**src/rtl/la_clkgate_pkg.sv**
```systemverilog
// Shared types and constants for the clock-gate control slice.
package la_clkgate_pkg;

    typedef enum logic [1:0] {
        CG_RUN   = 2'd0,
        CG_DRAIN = 2'd1,
        CG_GATED = 2'd2,
        CG_WAKE  = 2'd3
    } cg_state_t;

    localparam int unsigned WAKECYC_MIN = 1;
    localparam int unsigned WAKECYC_MAX = 15;
    localparam int unsigned WAKECW      = 4;
    localparam int unsigned STATSW      = 32;

endpackage

```
**src/rtl/la_clkgate_satcnt.sv**
```systemverilog
// Saturating up-counter with synchronous clear; holds at all-ones.
module la_clkgate_satcnt #(
    parameter int unsigned W = 8
) (
    input  logic         clk,
    input  logic         reset,
    input  logic         clr,
    input  logic         inc,
    output logic [W-1:0] cnt
);

    always_ff @(posedge clk) begin
        if (reset) begin
            cnt <= '0;
        end else if (clr) begin
            cnt <= '0;
        end else if (inc && (cnt != '1)) begin
            cnt <= cnt + W'(1);
        end
    end

endmodule

```
**src/rtl/la_clkgatectrl.sv**
```systemverilog
// Enable generator for an OR-style clock gate with 4-phase quiesce handshake.
// Optional gated-cycle statistic: define LA_CLKGATECTRL_STATS_EN.
module la_clkgatectrl
    import la_clkgate_pkg::*;
#(
    parameter              PROP    = "DEFAULT",
    parameter int unsigned IDLECW  = 8,
    parameter int unsigned WAKECYC = 2
) (
    input  logic              clk,
    input  logic              reset,
    input  logic              busy,
    input  logic              force_on,
    input  logic              wake,
    input  logic [IDLECW-1:0] idle_thresh,
    input  logic              qack,
    output logic              en,
    output logic              qreq,
    output logic              ready,
    output logic [1:0]        state,
    output logic [31:0]       gated_cycles
);

    if ((WAKECYC < WAKECYC_MIN) || (WAKECYC > WAKECYC_MAX)) begin : g_bad_wakecyc
        $error("la_clkgatectrl: WAKECYC out of range 1..15");
    end
    if ($bits(PROP) == 0) begin : g_bad_prop
        $error("la_clkgatectrl: PROP must be non-empty");
    end

    localparam logic [IDLECW-1:0] THRESH_ONE = IDLECW'(1);
    localparam logic [WAKECW-1:0] WAKE_LOAD  = WAKECW'(WAKECYC);

    cg_state_t         state_q;
    cg_state_t         state_n;
    logic              idle;
    logic              idle_hit;
    logic              idle_inc;
    logic              idle_clr;
    logic [IDLECW-1:0] idle_cnt;
    logic [WAKECW-1:0] wake_cnt;
    logic              en_n;
    logic              qreq_n;
    logic              ready_n;

    assign idle     = !busy && !force_on;
    assign idle_hit = (idle_thresh != '0) && idle && (idle_cnt == idle_thresh - THRESH_ONE);
    assign idle_inc = (state_q == CG_RUN) && idle;
    // Holding the count at zero while auto-gating is disabled lets a later
    // non-zero threshold take effect from a clean start.
    assign idle_clr = (state_q != CG_RUN) || !idle || (idle_thresh == '0);

    la_clkgate_satcnt #(.W(IDLECW)) u_idle_cnt (
        .clk   (clk),
        .reset (reset),
        .clr   (idle_clr),
        .inc   (idle_inc),
        .cnt   (idle_cnt)
    );

    always_comb begin
        state_n = state_q;
        case (state_q)
            CG_RUN:   if (idle_hit) state_n = CG_DRAIN;
            CG_DRAIN: begin
                if (!idle)     state_n = CG_RUN;
                else if (qack) state_n = CG_GATED;
            end
            CG_GATED: if (!idle || wake) state_n = CG_WAKE;
            CG_WAKE:  if ((wake_cnt == '0) && !qack) state_n = CG_RUN;
            default:  state_n = CG_RUN;
        endcase
        // Outputs are decoded from the next state so they leave a flop.
        en_n    = (state_n != CG_GATED);
        qreq_n  = (state_n == CG_DRAIN) || (state_n == CG_GATED);
        ready_n = (state_n == CG_RUN) || (state_n == CG_DRAIN);
    end

    always_ff @(posedge clk) begin
        if (reset) begin
            state_q  <= CG_RUN;
            en       <= 1'b1;
            qreq     <= 1'b0;
            ready    <= 1'b1;
            wake_cnt <= '0;
        end else begin
            state_q <= state_n;
            en      <= en_n;
            qreq    <= qreq_n;
            ready   <= ready_n;
            if ((state_q != CG_WAKE) && (state_n == CG_WAKE)) begin
                wake_cnt <= WAKE_LOAD;
            end else if (wake_cnt != '0) begin
                wake_cnt <= wake_cnt - WAKECW'(1);
            end
        end
    end

    assign state = state_q;

`ifdef LA_CLKGATECTRL_STATS_EN
    la_clkgate_satcnt #(.W(STATSW)) u_gated_cnt (
        .clk   (clk),
        .reset (reset),
        .clr   (1'b0),
        .inc   (state_q == CG_GATED),
        .cnt   (gated_cycles)
    );
`else
    assign gated_cycles = '0;
`endif

endmodule

```
**config.mk**
```make
export PLATFORM = sky130hd
export DESIGN_NAME = la_clkgatectrl
export DESIGN_NICKNAME = d
export VERILOG_FILES = /design/src/rtl/la_clkgate_pkg.sv /design/src/rtl/la_clkgate_satcnt.sv /design/src/rtl/la_clkgatectrl.sv
export SDC_FILE = /design/constraint.sdc
export NUM_CORES = 1
export LEC_CHECK = 0
export CAP_MARGIN = 0
export CORE_MARGIN = 4
export CORE_UTILIZATION = 35
export CTS_CLUSTER_DIAMETER = 80
export CTS_CLUSTER_SIZE = 28
export DETAILED_ROUTE_END_ITERATION = 10
export PLACE_DENSITY = 0.69
export SETUP_SLACK_MARGIN = 0.05
export SLEW_MARGIN = 20
export SYNTH_ARGS = -nofsm -noshare
export SYNTH_HDL_FRONTEND = slang
export SYNTH_SLANG_ARGS = --single-unit
```
**constraint.sdc**
```tcl
create_clock -name clk -period 2.6 [get_ports clk]
set_clock_uncertainty 0.2 [all_clocks]
set_input_delay 0.26 -clock clk [delete_from_list [all_inputs] [get_ports clk]]
set_output_delay 0.26 -clock clk [all_outputs]
set_load 0.02 [all_outputs]
```
---- Yosys cells after proc, flatten, opt, wreduce, memory -nomap -nowiden ----
Index checks and enable logic that the tools add are counted.
word-level totals
  RAM bits ................................ 0
  register bits ........................... 17
  output and inout port bits .............. 37
  word-level logic and storage cells ...... 54
  latch bits .............................. 0
  memory bits (read-only) ................. 0
  memories kept ........................... 0
  input port bits ......................... 14
operators by class
  multipliers ............................. 0
  muxes and demuxes ....................... 8
  magnitude comparators ................... 0
  reductions and logical operators ........ 26
  equal/unequal tests ..................... 10
  bitwise logic cells ..................... 0
  divide/modulo/power cells ............... 0
  shifts and indexed selects .............. 0
  add/subtract/negate cells ............... 3
operators with widths
  kind                 number
  $mux 2               7
  $add 8x1->8 const B  1
  $eq 2x2->1 const B   4
  $eq 8x8->1           1
  $logic_not 8->1      1
  $ne 8x8->1 const B   1
  $pmux 2 s4           1
  $reduce_bool 8->1    1
  $sub 8x1->8 const B  1
  $logic_and 1x1->1    7
  $logic_or 1x1->1     5
  $eq 2x1->1 const B   2
  $logic_not 1->1      4
  $logic_not 2->1      2
  $logic_not 4->1      1
  $ne 2x2->1 const B   2
  $reduce_bool 2->1    2
  $reduce_bool 4->1    1
  $reduce_or 2->1      2
  $sub 4x1->4 const B  1

---- Logic depth before layout (Yosys ltp) ----
  depth after elaboration ................. 9
  gate-level depth with buffers ........... 13

---- By module ----
From an unflattened synthesis, not the netlist that was laid out.
unflattened totals
  cell total of the unflattened synthesis .. 166
  area, all modules ....................... 1365.1 um2
modules (own cells, without submodules)
  module             area each (um2)  times used  cells each  seq. area each (um2)
  la_clkgatectrl     929.6            1           119         180.2
  la_clkgate_satcnt  435.4            1           47          160.2

---- Worst setup path before layout ----
No wires, ideal clock.
  path type ............................... input port to flip-flop
  start ................................... in idle_thresh[0]
  end ..................................... reg wake_cnt[2]
  stages on the path ...................... 13
  library setup time ...................... 0.070 ns
  path slack .............................. 0.208 ns
  required time ........................... 2.330 ns
  arrival ................................. 2.123 ns
  path buffers ............................ 0
  cells stage by stage .................... inv_1 > ha_1 > nor3b_1 > nand2_1 > xnor2_1 > and4b_1 > a311oi_2 > nor2_1 > ha_1 > a21boi_0 > nor2_1 > nand2_1 > a21oi_1
on the way
  cells in the longest elaborated chain, start to end .. 8
  elaborated cells between the ends (all ways) .. 10
  those cells by class .................... add/sub (1); eq/ne (2); mux (2); reduce/logical (5)
ends and longest elaborated chain
  element                                                  line                  source
  from (decl)                                              la_clkgatectrl.sv:15  input logic [IDLECW-1:0] idle_thresh,
  $sub 8x1->8 / $reduce_bool 8->1 (equally long branches)  la_clkgatectrl.sv:47  assign idle_hit = (idle_thresh != '0) && idle && (idle_cnt == idle_thresh - THRESH_ONE);
  $eq 8x8->1 / $logic_and 1x1->1 (equally long branches)   la_clkgatectrl.sv:47
  $logic_and 1x1->1 *                                      la_clkgatectrl.sv:47
  $mux 2 *                                                 la_clkgatectrl.sv:64  CG_RUN: if (idle_hit) state_n = CG_DRAIN;
  $pmux 2 s4 *                                             la_clkgatectrl.sv:63  case (state_q)
  net state_n[0]                                           la_clkgatectrl.sv:35  cg_state_t state_n;
  $eq 2x2->1 *                                             la_clkgatectrl.sv:91  if ((state_q != CG_WAKE) && (state_n == CG_WAKE)) begin
  $logic_and 1x1->1 *                                      la_clkgatectrl.sv:91
  $reduce_or 2->1 (no source line) *                       n/a
  to (signal assigned)                                     la_clkgatectrl.sv:94  wake_cnt <= wake_cnt - WAKECW'(1);
  to (decl)                                                la_clkgatectrl.sv:41  logic [WAKECW-1:0] wake_cnt;
The timed path passes the listed nets; every way through them passes the cells marked *.
A chain may end at the register's enable or synchronous reset.

---- Worst setup path after layout ----
  start ................................... in idle_thresh[5]
  end ..................................... reg wake_cnt[2]
The elaborated chain is that of the path after synthesis.

==> flow_results.xml <==
<?xml version="1.0" encoding="UTF-8"?>
<metrics>
  <group name="setup_path">
    <metric name="critical_path.most_common_cell" unit="">sky130_fd_sc_hd__nor2_1</metric>
    <metric name="path_max_fanout" unit="">2</metric>
    <metric name="startpoint_type" unit="">primary input</metric>
    <metric name="crit_path_max_incr_delay" unit="ns">0.44</metric>
    <metric name="worstSetupEndpointType" unit="">flip-flop</metric>
    <metric name="critical_path_class" unit="">in -&gt; reg</metric>
    <metric name="worst-path-buf-inv" unit="">1</metric>
    <metric name="cp.required" unit="ns">2.63</metric>
    <metric name="crit_chain" unit="">clkdlybuf4s50_1 &gt; or4_4 &gt; nand3_2 &gt; o21ai_1 &gt; and4b_1 &gt; a311oi_2 &gt; nor2_1 &gt; ha_1 &gt; a21boi_1 &gt; nor2_1 &gt; nand2_1 &gt; a21oi_2</metric>
    <metric name="max_stage_delay_cell_worst_path" unit="">sky130_fd_sc_hd__or4_4</metric>
    <metric name="worst_path_dominant_cell_family" unit="">simple AND/OR/NAND/NOR gates</metric>
    <metric name="worst-endpoint-arrival" unit="ns">2.49</metric>
  </group>
  <group name="clocking">
    <metric name="clockBufferDepth" unit="">2</metric>
    <metric name="cts.clk_slew.worst_paths" unit="ns">0.10</metric>
    <metric name="tritoncts" unit="">done</metric>
    <metric name="numCtsBuffers" unit="">3</metric>
    <metric name="ctsHoldBuffers" unit="">0</metric>
    <metric name="clock_insertion_delay_worst_skew" unit="ns">0.29</metric>
    <metric name="clock_tree.htree_level_count" unit="">1</metric>
    <metric name="clock_tree.root_cell" unit="">sky130_fd_sc_hd__clkbuf_4</metric>
    <metric name="cts.sink_count" unit="">17</metric>
  </group>
  <group name="route">
    <metric name="avgViaCountPerCell" unit="">4.228</metric>
    <metric name="wirelength" unit="mm">2.404</metric>
    <metric name="drcViolationCount" unit="">0</metric>
    <metric name="antenna_left" unit="">0</metric>
    <metric name="vias_after_detailed_routing" unit="">981</metric>
    <metric name="detailedRoute.firstIterationViolations" unit="">40</metric>
    <metric name="drt-wirelength-per-cell" unit="um">10.36</metric>
    <metric name="drt_pass1_iterations" unit="">4</metric>
  </group>
  <group name="global_route">
    <metric name="gr-usage-all-layers" unit="%">10.28</metric>
    <metric name="grt_max_degree" unit="">10</metric>
    <metric name="grt_antenna_before_repair" unit="">0</metric>
    <metric name="first_global_vias" unit="">854</metric>
    <metric name="first_pass_grt_wire_length" unit="mm">3.429</metric>
    <metric name="grt-ovfl-total" unit="">0</metric>
  </group>
  <group name="placement">
    <metric name="place_congestion" unit="">0.7455</metric>
    <metric name="post-dp-hpwl" unit="mm">1.882</metric>
    <metric name="place_ws" unit="ns">-0.3339</metric>
    <metric name="placement.cell_area" unit="um2">1433</metric>
    <metric name="place.port_buffers" unit="">18</metric>
  </group>
  <group name="floorplanning">
    <metric name="dieArea" unit="um2">4474</metric>
    <metric name="io_pins" unit="">51</metric>
    <metric name="placement_rows" unit="">21</metric>
    <metric name="die-width" unit="um">66.89</metric>
    <metric name="initial_utilization" unit="%">36.37</metric>
    <metric name="design.core.area" unit="um2">3337</metric>
    <metric name="fp.dieH" unit="um">66.89</metric>
  </group>
  <group name="pwr">
    <metric name="leakage" unit="nW">0.6932</metric>
    <metric name="power" unit="W">0.0006148</metric>
    <metric name="pwr_density_cell" unit="nW/um2">398.5</metric>
    <metric name="ir_drop" unit="uV">175.0</metric>
  </group>
  <group name="sta">
    <metric name="timing_hold_violations_final" unit="">0</metric>
    <metric name="final.period_utilization" unit="%">94.63</metric>
    <metric name="finalSetupViolations" unit="">0</metric>
    <metric name="report.final.slew_viol_count" unit="">0</metric>
    <metric name="setup_total_negative_slack" unit="ns">0</metric>
    <metric name="finalWorstPathRequiredPeriod" unit="ns">2.460</metric>
    <metric name="grt_setup_unrepaired" unit="">yes</metric>
    <metric name="layout_setup_ws" unit="ns">0.1396</metric>
    <metric name="fmax" unit="MHz">406.4</metric>
  </group>
  <group name="synth">
    <metric name="netlist_area" unit="um2">1214</metric>
    <metric name="synthesis.area_per_instance" unit="um2">8.200</metric>
    <metric name="synth-xor-area-share" unit="%">14.43</metric>
    <metric name="synth_cell_type_count" unit="">33</metric>
    <metric name="synthMuxAreaShare" unit="%">0.8247</metric>
    <metric name="warning_count_from_the_yosys_run" unit="">0</metric>
    <metric name="synth_compound_area_share" unit="%">8.351</metric>
    <metric name="synth_top_family_by_area" unit="">simple AND/OR/NAND/NOR gates</metric>
    <metric name="synth_area_in_adders" unit="%">4.124</metric>
    <metric name="portion_of_the_post_synthesis_area_used_by_sequential_elements" unit="%">28.04</metric>
    <metric name="ys_ff_latch" unit="">17</metric>
    <metric name="syn-instance-count" unit="">148</metric>
    <metric name="yosys.area_share.simple" unit="%">22.89</metric>
  </group>
  <group name="cells_and_area">
    <metric name="area_occupied_by_multi_input_gates" unit="um2">780.7</metric>
    <metric name="post-route-util" unit="%">46.23</metric>
    <metric name="register_area" unit="um2">340.3</metric>
    <metric name="final_cell_mix" unit="">sky130_fd_sc_hd__conb_1, sky130_fd_sc_hd__nor2_1, sky130_fd_sc_hd__dfxtp_1, sky130_fd_sc_hd__buf_4, sky130_fd_sc_hd__clkdlybuf4s50_1</metric>
    <metric name="most_common_library_cell_in_the_layout_ignoring_fill_and_taps" unit="">sky130_fd_sc_hd__conb_1</metric>
    <metric name="num_antenna_cells" unit="">0</metric>
    <metric name="areaGrowthSynthToFinish" unit="%">27.11</metric>
    <metric name="final.fill_count" unit="">350</metric>
    <metric name="drive_above_1_share" unit="%">19.35</metric>
    <metric name="num-nets-final" unit="">205</metric>
    <metric name="postLayoutCellArea" unit="um2">1543</metric>
  </group>
  <group name="run">
    <metric name="max-cap-violations" unit="">0</metric>
  </group>
  <group name="min_path">
    <metric name="timing.hold.worst.class" unit="">reg -&gt; reg</metric>
  </group>
  <group name="outcome">
    <metric name="run_status" unit="">completed</metric>
  </group>
</metrics>
[registers in the layout, summed over array words and instances (netlist names)]
register and cells:
qreq 1, u_idle_cnt.cnt 8, en 1, wake_cnt 4, state 2, ready 1
[cell usage after synthesis]
library cell,instances,area (um2)
sky130_fd_sc_hd__a21boi_0,1,7.510
sky130_fd_sc_hd__a21oi_1,4,20.02
sky130_fd_sc_hd__a311oi_2,1,15.01
sky130_fd_sc_hd__and3_1,1,6.260
sky130_fd_sc_hd__and4_1,1,8.760
sky130_fd_sc_hd__and4b_1,1,10.01
sky130_fd_sc_hd__buf_4,32,240.2
sky130_fd_sc_hd__conb_1,1,3.750
sky130_fd_sc_hd__dfxtp_1,17,340.3
sky130_fd_sc_hd__ha_1,4,50.05
sky130_fd_sc_hd__inv_1,4,15.01
sky130_fd_sc_hd__mux2i_1,1,10.01
sky130_fd_sc_hd__nand2_1,8,30.03
sky130_fd_sc_hd__nand2b_1,1,6.260
sky130_fd_sc_hd__nand3_1,5,25.02
sky130_fd_sc_hd__nand4_1,1,6.260
sky130_fd_sc_hd__nor2_1,22,82.58
sky130_fd_sc_hd__nor2_2,2,12.51
sky130_fd_sc_hd__nor2b_1,1,6.260
sky130_fd_sc_hd__nor3_1,2,10.01
sky130_fd_sc_hd__nor3b_1,2,15.01
sky130_fd_sc_hd__nor4_1,2,12.51
sky130_fd_sc_hd__o21ai_0,3,15.01
sky130_fd_sc_hd__o21ai_1,2,10.01
sky130_fd_sc_hd__o21bai_4,1,18.77
sky130_fd_sc_hd__o31ai_1,2,15.01
sky130_fd_sc_hd__or2_1,2,12.51
sky130_fd_sc_hd__or2_4,1,8.760
sky130_fd_sc_hd__or3_1,1,6.260
sky130_fd_sc_hd__or4_1,1,7.510
sky130_fd_sc_hd__or4_4,1,11.26
sky130_fd_sc_hd__xnor2_1,11,96.34
sky130_fd_sc_hd__xor2_1,9,78.83
[metal layers]
layer,part of all wire (%),wire (um),global-route usage [%],vias up
met5,0,0,0,-
met4,0.46,11,2.278,0
li1,-,-,-,501
met3,8.1,194,4.553,2
met2,53,1274,18.94,35
met1,38,923,10.57,443
[where the power goes]
part | leakage, nW | switching, W | total (W) | internal [W]
clock network | 0.0150 | 0.0000825 | 0.000142 | 0.0000596
registers | 0.137 | 0.0000113 | 0.000286 | 0.000275
logic | 0.541 | 0.000109 | 0.000186 | 0.0000769
[cell families (layout without fill, tap and decap cells)]
group | after synthesis | count (layout)
simple gates | 55 | 55
buf+inv | 36 | 43
xor+xnor | 20 | 20
flops | 17 | 17
compound gates | 14 | 14
fa+ha+maj | 4 | 4
other cells | 1 | 32
mux | 1 | 1
[what timing repair did]
| item | in CTS | in global routing |
|---|---|---|
| setup endpoints to repair | 3 | 5 |
| buffers inserted | 1 | 2 |
| gates resized for setup | 2 | 16 |
| pin swaps | 2 | 8 |
[area by class of cell]
class / instances / share of cell area (%)
multi-input combinational: 126 / 50.61
sequential: 17 / 22.06
timing repair buffer: 35 / 20.92
tap: 46 / 3.731
clock buffer: 4 / 1.703
inverter: 4 / 0.9732
[per-stage QoR]
step           hold slack [ns]  std cells
2_1_floorplan           0.1316        179
3_3_place_gp            0.2615        225
3_5_place_dp            0.2582        225
4_1_cts                 0.2797        230
5_1_grt                 0.2917        232
6_report                0.2794        232
[worst paths after layout]
kind	from	endpoint	cells after the start	slack, ns
max	idle_thresh[5]	wake_cnt[2]	12	0.14
min	wake_cnt[0]	wake_cnt[0]	1	0.28
max reg2reg	wake_cnt[1]	wake_cnt[2]	11	0.19
min reg2reg	wake_cnt[0]	wake_cnt[0]	1	0.28
No activity file was read; power rests on OpenSTA's default activity.
